### config.mk
export PLATFORM = sky130hd
export DESIGN_NAME = pipeline_command_sequencer
export DESIGN_NICKNAME = d
export VERILOG_FILES = /design/src/rtl/pipeline_command_sequencer_pkg.sv /design/src/rtl/pipeline_command_sequencer_watchdog.sv /design/src/rtl/pipeline_command_sequencer.sv
export SDC_FILE = /design/constraint.sdc
export NUM_CORES = 1
export LEC_CHECK = 0
export CAP_MARGIN = 15
export CORE_MARGIN = 3
export CORE_UTILIZATION = 52
export DETAILED_ROUTE_END_ITERATION = 6
export HOLD_SLACK_MARGIN = 0.02
export PLACE_DENSITY_LB_ADDON = 0.3
export SLEW_MARGIN = 20
export SYNTH_ARGS = -nofsm -noshare
export SYNTH_HDL_FRONTEND = slang
export SYNTH_SLANG_ARGS = --single-unit
### constraint.sdc
create_clock -name clk -period 7.4 [get_ports clk]
set_input_delay 1.85 -clock clk [delete_from_list [all_inputs] [get_ports clk]]
set_output_delay 1.85 -clock clk [all_outputs]
set_load 0.1 [all_outputs]
### src/rtl/pipeline_command_sequencer_pkg.sv
// Shared opcodes, error codes, FSM states and field sizing
// for the pipeline command sequencer.
package pipeline_command_sequencer_pkg;

  localparam logic [3:0] OP_WR_INSTR  = 4'd1;
  localparam logic [3:0] OP_WR_REG    = 4'd2;
  localparam logic [3:0] OP_UPD_REG   = 4'd3;
  localparam logic [3:0] OP_COMMIT    = 4'd4;
  localparam logic [3:0] OP_ALLOC     = 4'd5;
  localparam logic [3:0] OP_SWAP      = 4'd6;
  localparam logic [3:0] OP_RESET     = 4'd7;
  localparam logic [3:0] OP_IN_GAIN   = 4'd8;
  localparam logic [3:0] OP_OUT_GAIN  = 4'd9;

  localparam logic [2:0] ERR_NONE     = 3'd0;
  localparam logic [2:0] ERR_OPCODE   = 3'd1;
  localparam logic [2:0] ERR_PIPE     = 3'd2;
  localparam logic [2:0] ERR_TIMEOUT  = 3'd3;
  localparam logic [2:0] ERR_SWAP     = 3'd4;

  typedef enum logic [3:0] {
    S_READY,
    S_DECODE,
    S_GET_BLOCK,
    S_GET_REG,
    S_GET_DATA,
    S_GET_INSTR,
    S_GET_DELAY,
    S_EXEC,
    S_SWAP_WAIT,
    S_SETTLE_WAIT
  } state_t;

  function automatic logic [3:0] field_bytes(input int width);
    return 4'(width / 8);
  endfunction

endpackage

### src/rtl/pipeline_command_sequencer_watchdog.sv
// Stall watchdog: counts cycles since the last clear and flags
// expiry at LIMIT; LIMIT of 0 disables it.
module pipeline_command_sequencer_watchdog #(
  parameter int unsigned LIMIT = 65535
) (
  input  logic clk,
  input  logic reset,
  input  logic clear,
  output logic expire
);

  if (LIMIT == 0) begin : g_off
    assign expire = 1'b0;
  end else begin : g_on
    localparam logic [31:0] LAST = 32'(LIMIT - 1);
    logic [31:0] cnt;

    always_ff @(posedge clk or posedge reset) begin
      if (reset) begin
        cnt <= '0;
      end else if (clear) begin
        cnt <= '0;
      end else if (cnt != LAST) begin
        cnt <= cnt + 32'd1;
      end
    end

    assign expire = (cnt == LAST);
  end

endmodule

### src/rtl/pipeline_command_sequencer.sv
// Byte-stream command decoder driving N DSP pipelines, with
// per-command addressing, active/standby swap and a watchdog.
module pipeline_command_sequencer
  import pipeline_command_sequencer_pkg::*;
#(
  parameter int N_BLOCKS       = 256,
  parameter int N_PIPELINES    = 2,
  parameter int DATA_WIDTH     = 16,
  parameter int INSTR_WIDTH    = 32,
  parameter int REG_ADDR_WIDTH = 4,
  parameter int TIMEOUT_CYCLES = 65535,
  localparam int BW = (N_BLOCKS > 1) ? $clog2(N_BLOCKS) : 1,
  localparam int NP = N_PIPELINES,
  localparam int PW = $clog2(N_PIPELINES)
) (
  input  logic                    clk,
  input  logic                    reset,
  input  logic [7:0]              in_byte,
  input  logic                    in_ready,
  output logic                    next,
  output logic [BW-1:0]           block_target,
  output logic [REG_ADDR_WIDTH-1:0] reg_target,
  output logic [DATA_WIDTH-1:0]   data_out,
  output logic [INSTR_WIDTH-1:0]  instr_out,
  output logic [2*DATA_WIDTH-1:0] buf_init_delay,
  output logic [NP-1:0]           block_instr_write,
  output logic [NP-1:0]           block_reg_write,
  output logic [NP-1:0]           block_reg_update,
  output logic [NP-1:0]           reg_writes_commit,
  output logic [NP-1:0]           alloc_delay,
  output logic [NP-1:0]           pipeline_reset,
  output logic [NP-1:0]           pipeline_enables,
  input  logic [NP-1:0]           pipeline_regfiles_syncing,
  input  logic [NP-1:0]           pipeline_resetting,
  output logic                    swap_pipelines,
  output logic [PW-1:0]           swap_target,
  input  logic                    pipelines_swapping,
  output logic [PW-1:0]           current_pipeline,
  output logic                    set_input_gain,
  output logic                    set_output_gain,
  output logic                    error_pulse,
  output logic [7:0]              status_out
);

  localparam logic [3:0] DATA_LAST  =
    field_bytes(DATA_WIDTH) - 4'd1;
  localparam logic [3:0] INSTR_LAST =
    field_bytes(INSTR_WIDTH) - 4'd1;
  localparam logic [3:0] DELAY_LAST =
    field_bytes(2 * DATA_WIDTH) - 4'd1;

  state_t        state, state_n;
  logic [3:0]    op, pipe, idx;
  logic [2:0]    err_code, err_n, fault;
  logic [PW-1:0] current;
  logic [NP-1:0] sel;
  logic          take, fresh, expire, pvalid;
  logic          hold, swap_done;

  assign take = in_ready && !next &&
    (state inside {S_READY, S_GET_BLOCK, S_GET_REG,
                   S_GET_DATA, S_GET_INSTR, S_GET_DELAY});
  assign pvalid = int'(pipe) < NP;
  assign sel = NP'(1) << pipe;
  assign hold = pipelines_swapping ||
    |(pipeline_regfiles_syncing & sel);

  assign swap_target = pipe[PW-1:0];
  assign current_pipeline = current;
  assign status_out =
    {err_code, state != S_READY, 4'(current)};

  pipeline_command_sequencer_watchdog #(
    .LIMIT(TIMEOUT_CYCLES)
  ) u_watchdog (
    .clk   (clk),
    .reset (reset),
    .clear (take || (state_n != state)),
    .expire(expire)
  );

  always_ff @(posedge clk or posedge reset) begin
    if (reset) state <= S_READY;
    else       state <= state_n;
  end

  always_comb begin
    state_n           = state;
    err_n             = err_code;
    fault             = ERR_NONE;
    error_pulse       = 1'b0;
    block_instr_write = '0;
    block_reg_write   = '0;
    block_reg_update  = '0;
    reg_writes_commit = '0;
    alloc_delay       = '0;
    pipeline_reset    = '0;
    swap_pipelines    = 1'b0;
    set_input_gain    = 1'b0;
    set_output_gain   = 1'b0;
    swap_done         = 1'b0;
    unique case (state)
      S_READY: begin
        if (take) begin
          state_n = S_DECODE;
          err_n   = ERR_NONE;
        end
      end
      S_DECODE: begin
        state_n = S_READY;
        if (op inside {[OP_WR_INSTR:OP_RESET]} && !pvalid) begin
          fault = ERR_PIPE;
        end else begin
          case (op)
            OP_WR_INSTR, OP_WR_REG, OP_UPD_REG:
              state_n = S_GET_BLOCK;
            OP_ALLOC, OP_IN_GAIN, OP_OUT_GAIN:
              state_n = S_GET_DATA;
            OP_COMMIT: reg_writes_commit = sel;
            OP_RESET:  pipeline_reset = sel;
            OP_SWAP: begin
              if (pipe == 4'(current)) begin
                fault = ERR_SWAP;
              end else begin
                reg_writes_commit = sel;
                swap_pipelines    = 1'b1;
                state_n           = S_SWAP_WAIT;
              end
            end
            default: fault = ERR_OPCODE;
          endcase
        end
        if (fault != ERR_NONE) begin
          error_pulse = 1'b1;
          err_n       = fault;
        end
      end
      S_GET_BLOCK: begin
        if (take)
          state_n = (op == OP_WR_INSTR) ? S_GET_INSTR : S_GET_REG;
      end
      S_GET_REG: begin
        if (take) state_n = S_GET_DATA;
      end
      S_GET_DATA: begin
        if (take && idx == DATA_LAST)
          state_n = (op == OP_ALLOC) ? S_GET_DELAY : S_EXEC;
      end
      S_GET_INSTR: begin
        if (take && idx == INSTR_LAST) state_n = S_EXEC;
      end
      S_GET_DELAY: begin
        if (take && idx == DELAY_LAST) state_n = S_EXEC;
      end
      S_EXEC: begin
        state_n = S_READY;
        case (op)
          OP_WR_INSTR: block_instr_write = sel;
          OP_WR_REG: begin
            if (hold) state_n = S_EXEC;
            else      block_reg_write = sel;
          end
          OP_UPD_REG: begin
            if (hold) state_n = S_EXEC;
            else      block_reg_update = sel;
          end
          OP_ALLOC:    alloc_delay = sel;
          OP_IN_GAIN:  set_input_gain = 1'b1;
          OP_OUT_GAIN: set_output_gain = 1'b1;
          default: ;
        endcase
      end
      // first cycle of each wait state ignores its handshake input
      S_SWAP_WAIT: begin
        if (!fresh && !pipelines_swapping) begin
          swap_done = 1'b1;
          state_n   = S_SETTLE_WAIT;
        end
      end
      S_SETTLE_WAIT: begin
        if (!fresh && pipeline_resetting == '0) state_n = S_READY;
      end
      default: state_n = S_READY;
    endcase
    // any strobe or progress leaves the state, so it beats expiry
    if (expire && state != S_READY &&
        state_n == state && !take) begin
      state_n     = S_READY;
      err_n       = ERR_TIMEOUT;
      error_pulse = 1'b1;
    end
  end

  always_ff @(posedge clk or posedge reset) begin
    if (reset) begin
      next             <= 1'b0;
      fresh            <= 1'b0;
      err_code         <= ERR_NONE;
      idx              <= '0;
      op               <= '0;
      pipe             <= '0;
      current          <= '0;
      pipeline_enables <= NP'(1);
      block_target     <= '0;
      reg_target       <= '0;
      data_out         <= '0;
      instr_out        <= '0;
      buf_init_delay   <= '0;
    end else begin
      next     <= take;
      fresh    <= (state_n != state);
      err_code <= err_n;
      idx      <= (state_n != state) ? 4'd0 : idx + {3'd0, take};
      if (take) begin
        case (state)
          S_READY:     {op, pipe} <= in_byte;
          S_GET_BLOCK: block_target <= in_byte[BW-1:0];
          S_GET_REG:
            reg_target <= in_byte[REG_ADDR_WIDTH-1:0];
          S_GET_DATA:
            data_out <= (data_out << 8) | DATA_WIDTH'(in_byte);
          S_GET_INSTR:
            instr_out <= (instr_out << 8) | INSTR_WIDTH'(in_byte);
          S_GET_DELAY:
            buf_init_delay <= (buf_init_delay << 8) |
              (2 * DATA_WIDTH)'(in_byte);
          default: ;
        endcase
      end
      if (swap_pipelines)
        pipeline_enables <= pipeline_enables | sel;
      if (swap_done) begin
        pipeline_enables <=
          pipeline_enables & ~(NP'(1) << current);
        current <= pipe[PW-1:0];
      end
    end
  end

endmodule

Word-level counts from Yosys, hierarchy flattened
Index checks and enable logic that the tools add are counted.
{"block": "word_totals", "reg_bits": 148, "out_inout_bits": 121}
{"block": "op_classes", "n_addsub": 2, "magnitude_cmp": 3, "eq_ne": 27, "shift": 2, "n_mux": 58, "bitwise": 7, "reduce_logical": 39}
{"cell": "32-bit two-way mux", "count": 2}
{"cell": "32-bit by 8-bit bitwise OR with 32-bit output", "count": 2}
{"cell": "4-bit two-way mux", "count": 11}
{"cell": "4-bit one-hot mux with 9 select lines", "count": 1}
{"cell": "2-bit two-way mux", "count": 17}
{"cell": "32-bit by 1-bit adder with 32-bit output (second input constant)", "count": 1}
{"cell": "32-bit by 16-bit == test with 1-bit output (second input constant)", "count": 1}
{"cell": "4-bit by 3-bit == test with 1-bit output (second input constant)", "count": 8}
{"cell": "32-bit by 16-bit != test with 1-bit output (second input constant)", "count": 1}
{"cell": "3-bit two-way mux", "count": 9}
{"cell": "4-bit by 2-bit == test with 1-bit output (second input constant)", "count": 5}
{"cell": "4-bit == test (second input constant)", "count": 4}
{"cell": "16-bit by 8-bit bitwise OR with 16-bit output", "count": 1}
{"cell": "1-bit two-way mux", "count": 14}
{"cell": "4-bit by 1-bit == test with 1-bit output (second input constant)", "count": 3}
{"cell": "3-bit one-hot mux with 2 select lines", "count": 2}
{"cell": "4-bit one-hot mux with 3 select lines", "count": 1}
{"cell": "2-bit AND reduction", "count": 6}
{"cell": "1-bit logical AND", "count": 11}
{"cell": "8-bit OR reduction", "count": 1}
{"cell": "3-bit nonzero test", "count": 2}
{"cell": "6-bit nonzero test", "count": 1}
{"cell": "2-bit OR reduction", "count": 3}
{"cell": "3-bit OR reduction", "count": 2}
{"cell": "other kinds (22)", "count": 29}

Depth between registers and ports, before layout
Gate-level depths: netlist of the first run.
{"block": "depth", "ltp_word": 14, "depth_mapped": 11, "depth_no_buf": 9}

Hierarchy
From an unflattened synthesis of the first run, not the netlist that was laid out.
{"block": "unflattened", "cells_unflattened": 587, "area_unflattened_um2": 7011.7}
{"module": "pipeline_command_sequencer", "n_inst": 1, "cells_per_inst": 395, "area_per_inst_um2": 5129.9}
{"module": "pipeline_command_sequencer_watchdog", "n_inst": 1, "cells_per_inst": 192, "area_per_inst_um2": 1881.8}

Worst setup path after synthesis of the first run
No wires, ideal clock.
{"block": "synth_timing", "kind": "input to output", "from": "input port pipelines_swapping", "to": "output port block_reg_write[0]", "arrival_ps": 4970, "required_ps": 5550, "slack_ps": 580, "cell_stages": 2, "path_buffers": 0, "cell_sequence": "or2_2 -> nor4_1"}
{"block": "synth_between", "elab_chain_len": 4}
{"item": "from (decl)", "line": "pipeline_command_sequencer.sv:37", "source": "input logic pipelines_swapping,"}
{"item": "1-bit logical OR", "line": "pipeline_command_sequencer.sv:65", "source": "assign hold = pipelines_swapping ||"}
{"item": "2-bit two-way mux", "line": "pipeline_command_sequencer.sv:160", "source": "if (hold) state_n = S_EXEC;"}
{"item": "2-bit two-way mux", "line": "pipeline_command_sequencer.sv:157", "source": "case (op)"}
{"item": "2-bit two-way mux", "line": "pipeline_command_sequencer.sv:102", "source": "unique case (state)"}
{"item": "to (decl)", "line": "pipeline_command_sequencer.sv:27", "source": "output logic [NP-1:0] block_reg_write,"}
Every way passes these cells.

Worst setup path in the final report of the first run
{"block": "layout_timing", "from": "input port in_ready", "to": "output port error_pulse"}
{"block": "layout_between", "elab_chain_len": 9}
{"item": "from (decl)", "line": "pipeline_command_sequencer.sv:19", "source": "input logic in_ready,"}
{"item": "1-bit logical AND (*) (2 in series)", "line": "pipeline_command_sequencer.sv:60", "source": "assign take = in_ready && !next &&"}
{"item": "1-bit logical AND, on equally long branches", "line": "pipeline_command_sequencer.sv:150, pipeline_command_sequencer.sv:153, pipeline_command_sequencer.sv:146"}
{"item": "4-bit two-way mux, on equally long branches", "line": "pipeline_command_sequencer.sv:150, pipeline_command_sequencer.sv:153, pipeline_command_sequencer.sv:146"}
{"item": "4-bit one-hot mux with 9 select lines", "line": "pipeline_command_sequencer.sv:102"}
{"item": "4-bit == test", "line": "pipeline_command_sequencer.sv:187", "source": "state_n == state && !take) begin"}
{"item": "1-bit logical AND", "line": "pipeline_command_sequencer.sv:186", "source": "if (expire && state != S_READY &&"}
{"item": "1-bit logical AND (*)", "line": "pipeline_command_sequencer.sv:187"}
{"item": "1-bit two-way mux (*)", "line": "pipeline_command_sequencer.sv:186"}
{"item": "to (decl)", "line": "pipeline_command_sequencer.sv:41", "source": "output logic error_pulse,"}
Mark *: on every way between the ends. The rest lies on a longest branch, timed or not.

==> impl_metrics.prom, run 1 <==
# TYPE chip_impl_metric gauge
chip_impl_metric{name="cp_data_required_time",unit="ns"} 5.55
chip_impl_metric{name="wl_per_cell",unit="um"} 18.9
chip_impl_metric{name="hold_depth",unit=""} 2
chip_impl_metric{name="timing.final.max_slew_violations",unit=""} 0
chip_impl_metric{name="post_cts_resize_count",unit=""} 0
chip_impl_metric{name="sum_neg_setup_slack",unit="ns"} 0
chip_impl_metric{name="routabilityCongestion",unit=""} 0.878
chip_impl_metric{name="max-slew-margin-rel",unit="%"} 30.2
chip_impl_info{name="holdCritPathClass",value="register to register"} 1
chip_impl_metric{name="htreeDepth",unit=""} 4
chip_impl_metric{name="clkLatencyLatePin",unit="ns"} 0.42
chip_impl_metric{name="hold_violations",unit=""} 0
chip_impl_metric{name="die-area",unit="um^2"} 15100
chip_impl_metric{name="synthArstFlopShare",unit="%"} 100
chip_impl_metric{name="number_of_buffers_on_the_longest_clock_path",unit=""} 2
chip_impl_metric{name="fillCellCount",unit=""} 991
chip_impl_metric{name="drv.max_cap_violation_count",unit=""} 0
chip_impl_metric{name="floorplan.die.height",unit="um"} 123
chip_impl_metric{name="route.detailed.drc",unit=""} 0
chip_impl_info{name="worst_hold_path.endpoint",value="block_target[3]"} 1
chip_impl_metric{name="global_route_wire_length_before_repair",unit="mm"} 27.8
chip_impl_metric{name="synth_area",unit="um^2"} 7090
chip_impl_metric{name="cts_post_setup_buffers_inserted",unit=""} 0
chip_impl_metric{name="actual_slew_at_the_worst_max_slew_pin",unit="ns"} 1.04
chip_impl_metric{name="synth_enable_flop_cells",unit=""} 0
chip_impl_metric{name="detailedPlace.worstSlack",unit="ns"} 0.735
chip_impl_metric{name="placed_cells_incl_taps",unit=""} 877
chip_impl_metric{name="antenna-diode-count",unit=""} 0
chip_impl_metric{name="final_net_count",unit=""} 740
chip_impl_metric{name="dp_hpwl",unit="mm"} 11.7
chip_impl_metric{name="antenna_found_initial",unit=""} 0
chip_impl_metric{name="timing.final.crit_share",unit="%"} 91.0
chip_impl_info{name="rsz0062_at_grt",value="no"} 1
chip_impl_metric{name="first_global_vias",unit=""} 5271
chip_impl_metric{name="cts_hold_buf",unit=""} 0
chip_impl_metric{name="synth.yosys.warnings",unit=""} 0
chip_impl_metric{name="ffs_latches_synth",unit=""} 148
chip_impl_metric{name="core-area",unit="um^2"} 13300
chip_impl_info{name="postSynth.topFlopCell",value="sky130_fd_sc_hd__dfrtp_1"} 1
chip_impl_metric{name="postRouteWirelength",unit="mm"} 17.1
chip_impl_info{name="worst_setup_path_startpoint",value="in_ready"} 1
chip_impl_info{name="tritoncts_clock_tree",value="yes"} 1
chip_impl_metric{name="post_synth_num_cell_types",unit=""} 61
chip_impl_metric{name="synthToLayoutAreaGrowth",unit="%"} 28.2
chip_impl_info{name="setup.worst_path.start_class",value="input pin"} 1
chip_impl_info{name="result_of_the_run",value="finished clean"} 1
chip_impl_metric{name="setup_ws",unit="ns"} 0.667
chip_impl_metric{name="fin_skew",unit="ns"} 0.0117
chip_impl_metric{name="critPathMaxFanout",unit=""} 6
chip_impl_metric{name="post-route-util",unit="%"} 68.4
chip_impl_metric{name="critical_path_arrival",unit="ns"} 4.88
chip_impl_metric{name="synth_seq_area_share",unit="%"} 52.3
chip_impl_info{name="r2r_start",value="state[2]"} 1
chip_impl_info{name="cp-end-kind",value="primary output"} 1
chip_impl_metric{name="floorplan.die.width",unit="um"} 123
chip_impl_metric{name="drive_gt1_share",unit="%"} 23.7
chip_impl_metric{name="cts.clk_slew.worst_paths",unit="ns"} 0.06
chip_impl_metric{name="final.min_clock_period",unit="ns"} 6.73
chip_impl_metric{name="setup-violations-final",unit=""} 0
chip_impl_metric{name="final_antenna_net_count",unit=""} 0
chip_impl_metric{name="buffer_ports.inserted",unit=""} 133
chip_impl_metric{name="ff2ff_path_depth",unit=""} 8
chip_impl_metric{name="post_synth.cell_area_avg",unit="um^2"} 12.0
chip_impl_metric{name="dr_total_vias",unit=""} 4994
chip_impl_metric{name="rows",unit=""} 42
chip_impl_metric{name="grt_max_degree",unit=""} 78
chip_impl_metric{name="gr-total-overflow",unit=""} 0
chip_impl_metric{name="initial_drt_pass_iterations",unit=""} 4
chip_impl_metric{name="syn_inst",unit=""} 593
chip_impl_metric{name="post_drt_via_cell_ratio",unit=""} 5.49
chip_impl_metric{name="ff2ff_setup_slack",unit="ns"} 3.78
chip_impl_metric{name="layout.area.seq",unit="um^2"} 3700
chip_impl_metric{name="initialDrtViolationCount",unit=""} 323
chip_impl_metric{name="boundaryPins",unit=""} 137
chip_impl_metric{name="final_cell_count_no_fill",unit=""} 909
chip_impl_info{name="timing.rr.end",value="u_watchdog.g_on.cnt[2]"} 1
chip_impl_info{name="cts_root_buffer",value="sky130_fd_sc_hd__clkbuf_16"} 1
chip_impl_metric{name="initial_core_util",unit="%"} 53.3
chip_impl_metric{name="fmax",unit="GHz"} 0.149
chip_impl_metric{name="groute.usage.overall",unit="%"} 23.9
chip_impl_info{name="criticalPathCategory",value="input pin to primary output"} 1
chip_impl_info{name="timing.hold.worst.start",value="block_target[3]"} 1
chip_impl_metric{name="tritoncts.num_buffers",unit=""} 17
chip_impl_metric{name="cts_num_sinks",unit=""} 148
chip_impl_metric{name="multi_input_comb_area",unit="um^2"} 3130
metrics by stage:
stage | hold slack, ns | cell area (um^2)
floorplan | 0.509 | 7100
global placement | 0.469 | 8490
detailed placement | 0.469 | 8490
CTS | 0.492 | 9090
global route | 0.512 | 9090
finish | 0.488 | 9090
metal layers:
layer,track usage (%),up-vias,share of wire (%)
met2,40.7,129,52
met1,29.5,2505,41
met3,7.47,22,5.8
met5,0,-,0
li1,-,2338,-
met4,6.79,0,1.5
state kept, by name, summed over array words and instances (netlist names):
name and count:
idx 4, next 1, reg_target 4, instr_out 32, block_target 8, buf_init_delay 32, op 4, err_code 3
current_pipeline 1, pipe 4, u_watchdog.g_on.cnt 32, fresh 1, state 4, pipeline_enables 2, data_out 16
layout by cell type (no fill, tap or decap), types with 3 or more instances in the layout:
cell type / count
sky130_fd_sc_hd__and3_1: 12
sky130_fd_sc_hd__xor2_1: 16
sky130_fd_sc_hd__nand3_1: 12
sky130_fd_sc_hd__or4_1: 3
sky130_fd_sc_hd__inv_6: 7
sky130_fd_sc_hd__and4_1: 4
sky130_fd_sc_hd__nor4b_1: 6
sky130_fd_sc_hd__nor2_4: 30
sky130_fd_sc_hd__conb_1: 3
sky130_fd_sc_hd__nor3b_1: 4
sky130_fd_sc_hd__dfrtp_1: 147
sky130_fd_sc_hd__nand4_1: 7
sky130_fd_sc_hd__o21ai_0: 3
sky130_fd_sc_hd__or3_1: 6
sky130_fd_sc_hd__nand2b_1: 6
sky130_fd_sc_hd__a31oi_1: 6
sky130_fd_sc_hd__xnor2_1: 21
sky130_fd_sc_hd__clkbuf_16: 17
sky130_fd_sc_hd__mux2i_1: 3
sky130_fd_sc_hd__buf_4: 5
sky130_fd_sc_hd__nor3_1: 12
sky130_fd_sc_hd__inv_1: 10
sky130_fd_sc_hd__clkdlybuf4s50_1: 132
sky130_fd_sc_hd__and2_1: 7
sky130_fd_sc_hd__nor2b_1: 8
sky130_fd_sc_hd__a21oi_1: 5
sky130_fd_sc_hd__mux2_2: 92
sky130_fd_sc_hd__nand2_1: 54
sky130_fd_sc_hd__ha_1: 4
sky130_fd_sc_hd__nor2_1: 31
sky130_fd_sc_hd__nor4_1: 15
synth_stat cells (all sizes together) (6+ instances only):
cell / instances / share of area, %
inv: 12 / 0.64
nor4: 16 / 1.5
xor2: 16 / 2.0
nand3: 12 / 0.85
mux2: 93 / 15
buf: 23 / 2.5
and3: 12 / 1.1
nor2b: 8 / 0.71
and2: 7 / 0.62
nand2: 54 / 2.9
a21oi: 6 / 0.48
xnor2: 21 / 2.6
nor4b: 6 / 0.74
nand2b: 6 / 0.53
nand4: 7 / 0.62
dfrtp: 147 / 52
a31oi: 6 / 0.53
nor3: 14 / 1.2
nor2: 61 / 6.4
or3: 6 / 0.53
clkbuf: 9 / 0.48
critical path, stage by stage:
cell                              delay (ns)
sky130_fd_sc_hd__clkdlybuf4s50_1        0.51
sky130_fd_sc_hd__nand2b_1               0.16
sky130_fd_sc_hd__nor3_1                 0.41
sky130_fd_sc_hd__nor4b_1                0.52
sky130_fd_sc_hd__a2111oi_2              0.14
sky130_fd_sc_hd__xnor2_1                0.35
sky130_fd_sc_hd__nor4_1                 0.12
sky130_fd_sc_hd__buf_4                  0.18
sky130_fd_sc_hd__or3b_1                 0.43
sky130_fd_sc_hd__buf_12                 0.20
cell families after synthesis:
family,share of synthesized area [%]
AND/OR/NAND/NOR,20.1
XOR/XNOR,4.57
multiplexers,15.3
buffers and inverters,3.65
adder cells (fa/ha/maj),0.706
flip-flops,52.3
other,0.0529
AO/OA/AOI/OAI,3.39
worst max path at each step:
stage | end | cells past startpoint | slack, ns
detailed placement | error_pulse | 10 | 0.74
CTS | error_pulse | 10 | 0.70
finish | error_pulse | 10 | 0.67
global route | error_pulse | 10 | 0.37
floorplan | block_reg_write[0] | 2 | 0.58
global placement | error_pulse | 10 | 0.92
cell type report:
cell class / count / area share (%)
multi-input combinational: 403 / 34.5
tap: 176 / 2.42
sequential: 148 / 40.8
clock buffer: 18 / 4.83
timing repair buffer: 138 / 15.2
inverter: 12 / 0.551
clock inverter: 14 / 1.79
Power of run 1 is not shown: default switching activity piles up to over one toggle a cycle in this logic, so the estimate is an artifact.
==> run 2: changes to the inputs <==
--- a/config.mk
+++ b/config.mk
@@ -6,6 +6,7 @@
 export NUM_CORES = 1
 export LEC_CHECK = 0
 export CAP_MARGIN = 15
+export CORE_ASPECT_RATIO = 1.75
 export CORE_MARGIN = 3
 export CORE_UTILIZATION = 52
 export DETAILED_ROUTE_END_ITERATION = 6
==> run 2 against run 1 <==
  * Utilization is 0.73 points higher
  * Design area hardly changed
  * Flip-flop and latch count stayed put
  * Routed wire length is 0.87% lower
  * Register-to-register slack worse by 0.05 ns
  * Non-clock buffer count stayed put
  * First-iteration DRC count is 1.2% lower
  * Critical path depth stayed put
  * Fmax is 3.6% higher
  * Hold slack worse by 0.0060 ns
  * Clock-buffer cell count is 1 lower
  * Sequential share of layout area hardly changed
  * Critical endpoint unchanged
  * Largest cell class unchanged
==> impl_metrics.prom, run 2 (synthesis results as in run 1) <==
# TYPE chip_impl_metric gauge
chip_impl_metric{name="floorplan.die.width",unit="um"} 94.3
chip_impl_info{name="most-common-layout-cells",value="sky130_fd_sc_hd__dfrtp_1, sky130_fd_sc_hd__clkdlybuf4s50_1, sky130_fd_sc_hd__mux2_2"} 1
chip_impl_metric{name="postRouteWirelength",unit="mm"} 17.0
chip_impl_metric{name="cts_num_sinks",unit=""} 148
chip_impl_info{name="path_cells",value="clkdlybuf4s50_1 -> mux2_4 -> a21oi_2 -> o22ai_1 -> a221oi_1 -> a22oi_1 -> nor4_1 -> buf_4 -> or3b_1 -> buf_12"} 1
chip_impl_metric{name="setup_ws",unit="ns"} 0.900
chip_impl_info{name="holdCritPathClass",value="register to register"} 1
chip_impl_metric{name="final_antenna_net_count",unit=""} 0
chip_impl_info{name="cp-end-kind",value="primary output"} 1
chip_impl_metric{name="global_route_wire_length_before_repair",unit="mm"} 27.9
chip_impl_metric{name="fin_skew",unit="ns"} 0.00878
chip_impl_metric{name="sum_neg_setup_slack",unit="ns"} 0
chip_impl_metric{name="ff2ff_setup_slack",unit="ns"} 3.73
chip_impl_metric{name="number_of_buffers_on_the_longest_clock_path",unit=""} 2
chip_impl_info{name="result_of_the_run",value="finished clean"} 1
chip_impl_metric{name="core-area",unit="um^2"} 13100
chip_impl_metric{name="post_cts_resize_count",unit=""} 0
chip_impl_metric{name="final_net_count",unit=""} 740
chip_impl_info{name="criticalPathCategory",value="input pin to primary output"} 1
chip_impl_metric{name="hold_violations",unit=""} 0
chip_impl_metric{name="synthToLayoutAreaGrowth",unit="%"} 28.1
chip_impl_metric{name="critical_path_cell_count",unit=""} 10
chip_impl_metric{name="grt_max_degree",unit=""} 95
chip_impl_metric{name="tritoncts.num_buffers",unit=""} 17
chip_impl_metric{name="cp_slowest_stage_delay",unit="ns"} 0.56
chip_impl_info{name="setup.worst_path.start_class",value="input pin"} 1
chip_impl_info{name="timing.critical_path.slowest_stage_cell",value="sky130_fd_sc_hd__a221oi_1"} 1
chip_impl_info{name="critPathCapture",value="error_pulse"} 1
chip_impl_metric{name="cts_hold_buf",unit=""} 0
chip_impl_metric{name="htreeDepth",unit=""} 4
chip_impl_metric{name="initial_drt_pass_iterations",unit=""} 4
chip_impl_metric{name="setup-violations-final",unit=""} 0
chip_impl_info{name="rsz0062_at_grt",value="no"} 1
chip_impl_metric{name="fillCellCount",unit=""} 943
chip_impl_metric{name="timing.final.max_slew_violations",unit=""} 0
chip_impl_info{name="worst_setup_path_startpoint",value="pipeline_regfiles_syncing[0]"} 1
chip_impl_info{name="crit_path_leading_delay_family",value="compound AO/OA/AOI/OAI gates"} 1
chip_impl_metric{name="critical_path_arrival",unit="ns"} 4.65
chip_impl_metric{name="antenna_found_initial",unit=""} 0
chip_impl_metric{name="first_global_vias",unit=""} 5523
chip_impl_metric{name="dp_hpwl",unit="mm"} 12.2
chip_impl_metric{name="cts_post_setup_buffers_inserted",unit=""} 0
chip_impl_metric{name="layout.area.seq",unit="um^2"} 3700
chip_impl_metric{name="cts.clk_slew.worst_paths",unit="ns"} 0.07
chip_impl_info{name="r2r_start",value="state[0]"} 1
chip_impl_metric{name="cp_data_required_time",unit="ns"} 5.55
chip_impl_info{name="timing.rr.end",value="u_watchdog.g_on.cnt[5]"} 1
chip_impl_metric{name="route.detailed.drc",unit=""} 0
chip_impl_info{name="tritoncts_clock_tree",value="yes"} 1
chip_impl_info{name="layout_top_registers",value="buf_init_delay (32), instr_out (32), u_watchdog.g_on.cnt (32)"} 1
chip_impl_info{name="final_common_cell",value="sky130_fd_sc_hd__dfrtp_1"} 1
chip_impl_metric{name="multi_input_comb_area",unit="um^2"} 3130
chip_impl_metric{name="initialDrtViolationCount",unit=""} 319
chip_impl_metric{name="critPathMaxFanout",unit=""} 6
chip_impl_metric{name="ff2ff_path_depth",unit=""} 7
chip_impl_metric{name="clkLatencyLatePin",unit="ns"} 0.42
chip_impl_metric{name="actual_slew_at_the_worst_max_slew_pin",unit="ns"} 1.03
chip_impl_metric{name="detailedPlace.worstSlack",unit="ns"} 0.935
chip_impl_metric{name="post_drt_via_cell_ratio",unit=""} 5.58
chip_impl_metric{name="buffer_ports.inserted",unit=""} 133
chip_impl_metric{name="drive_gt1_share",unit="%"} 23.7
chip_impl_metric{name="routabilityCongestion",unit=""} 0.839
chip_impl_metric{name="drv.max_cap_violation_count",unit=""} 0
chip_impl_metric{name="fmax",unit="GHz"} 0.154
chip_impl_metric{name="antenna-diode-count",unit=""} 0
chip_impl_metric{name="timing.hold.ws",unit="ns"} 0.482
chip_impl_metric{name="timing.final.crit_share",unit="%"} 87.8
chip_impl_metric{name="initial_core_util",unit="%"} 53.9
chip_impl_metric{name="dr_total_vias",unit=""} 5046
chip_impl_info{name="cts_root_buffer",value="sky130_fd_sc_hd__clkbuf_16"} 1
chip_impl_metric{name="gr-total-overflow",unit=""} 0
chip_impl_metric{name="rows",unit=""} 55
chip_impl_metric{name="max-slew-margin-rel",unit="%"} 31.5
chip_impl_metric{name="groute.usage.overall",unit="%"} 23.5
chip_impl_metric{name="critical_path.n_buffers_inverters",unit=""} 3
chip_impl_metric{name="die-area",unit="um^2"} 15100
chip_impl_metric{name="final.min_clock_period",unit="ns"} 6.50
chip_impl_metric{name="floorplan.die.height",unit="um"} 160
chip_impl_metric{name="boundaryPins",unit=""} 137
chip_impl_metric{name="wl_per_cell",unit="um"} 18.8
run 2: cell count changes in the layout (fill, tap and decap cells not counted), sizes merged:
| cell | before | now |
|---|---|---|
| bufinv | 2 | 0 |
| clkbuf | 18 | 17 |
| clkinvlp | 0 | 1 |
| inv | 20 | 22 |
run 2: routing by layer:
layer,track usage [%],share of wire (%)
met2,43.2,56
met4,7.69,2.4
met3,7.45,6.1
met1,24.9,36
met5,0,0
run 2: stage by stage:
| stage | instance area [um^2] | cells | util, % |
|---|---|---|---|
| 2_1_floorplan | 7100 | 595 | - |
| 3_3_place_gp | 8480 | 872 | 64.5 |
| 3_5_place_dp | 8480 | 872 | 64.5 |
| 4_1_cts | 9080 | 904 | 69.1 |
| 5_1_grt | 9080 | 904 | 69.1 |
| 6_report | 9080 | 904 | 69.1 |
run 2: worst register-to-register path: stages, from the launching register on:
cell and delay [ns]:
sky130_fd_sc_hd__dfrtp_1 0.72, sky130_fd_sc_hd__or4b_4 0.61, sky130_fd_sc_hd__nor4_1 0.51, sky130_fd_sc_hd__a2111oi_2 0.17, sky130_fd_sc_hd__xnor2_1 0.21, sky130_fd_sc_hd__or4_2 0.67
sky130_fd_sc_hd__buf_4 0.41, sky130_fd_sc_hd__nor3_1 0.28
run 2: layout make-up:
type | count | area share (%)
clock buffer | 17 | 4.68
clock inverter | 15 | 1.93
inverter | 12 | 0.551
multi-input combinational | 403 | 34.5
sequential | 148 | 40.8
tap | 171 | 2.36
timing repair buffer | 138 | 15.2
run 2: how the worst min path moves through the flow:
stage                            from                endpoint  depth (start not counted)
2_1_floorplan  u_watchdog.g_on.cnt[2]  u_watchdog.g_on.cnt[2]                          1
3_3_place_gp          block_target[5]         block_target[5]                          2
3_5_place_dp          block_target[5]         block_target[5]                          2
4_1_cts               block_target[5]         block_target[5]                          2
5_1_grt               block_target[0]         block_target[0]                          2
6_report              block_target[5]         block_target[5]                          2
Power of run 2 is left out for the same reason.
==> run 3: changes to the inputs <==
--- a/config.mk
+++ b/config.mk
@@ -12,7 +12,7 @@
 export DETAILED_ROUTE_END_ITERATION = 6
 export HOLD_SLACK_MARGIN = 0.02
 export PLACE_DENSITY_LB_ADDON = 0.3
-export SLEW_MARGIN = 20
+export SLEW_MARGIN = 0
 export SYNTH_ARGS = -nofsm -noshare
 export SYNTH_HDL_FRONTEND = slang
 export SYNTH_SLANG_ARGS = --single-unit
==> results of run 3 <==
No change in the layout: final DEF, timing and power equal those of run 2.
Power of run 3 is left out for the same reason.
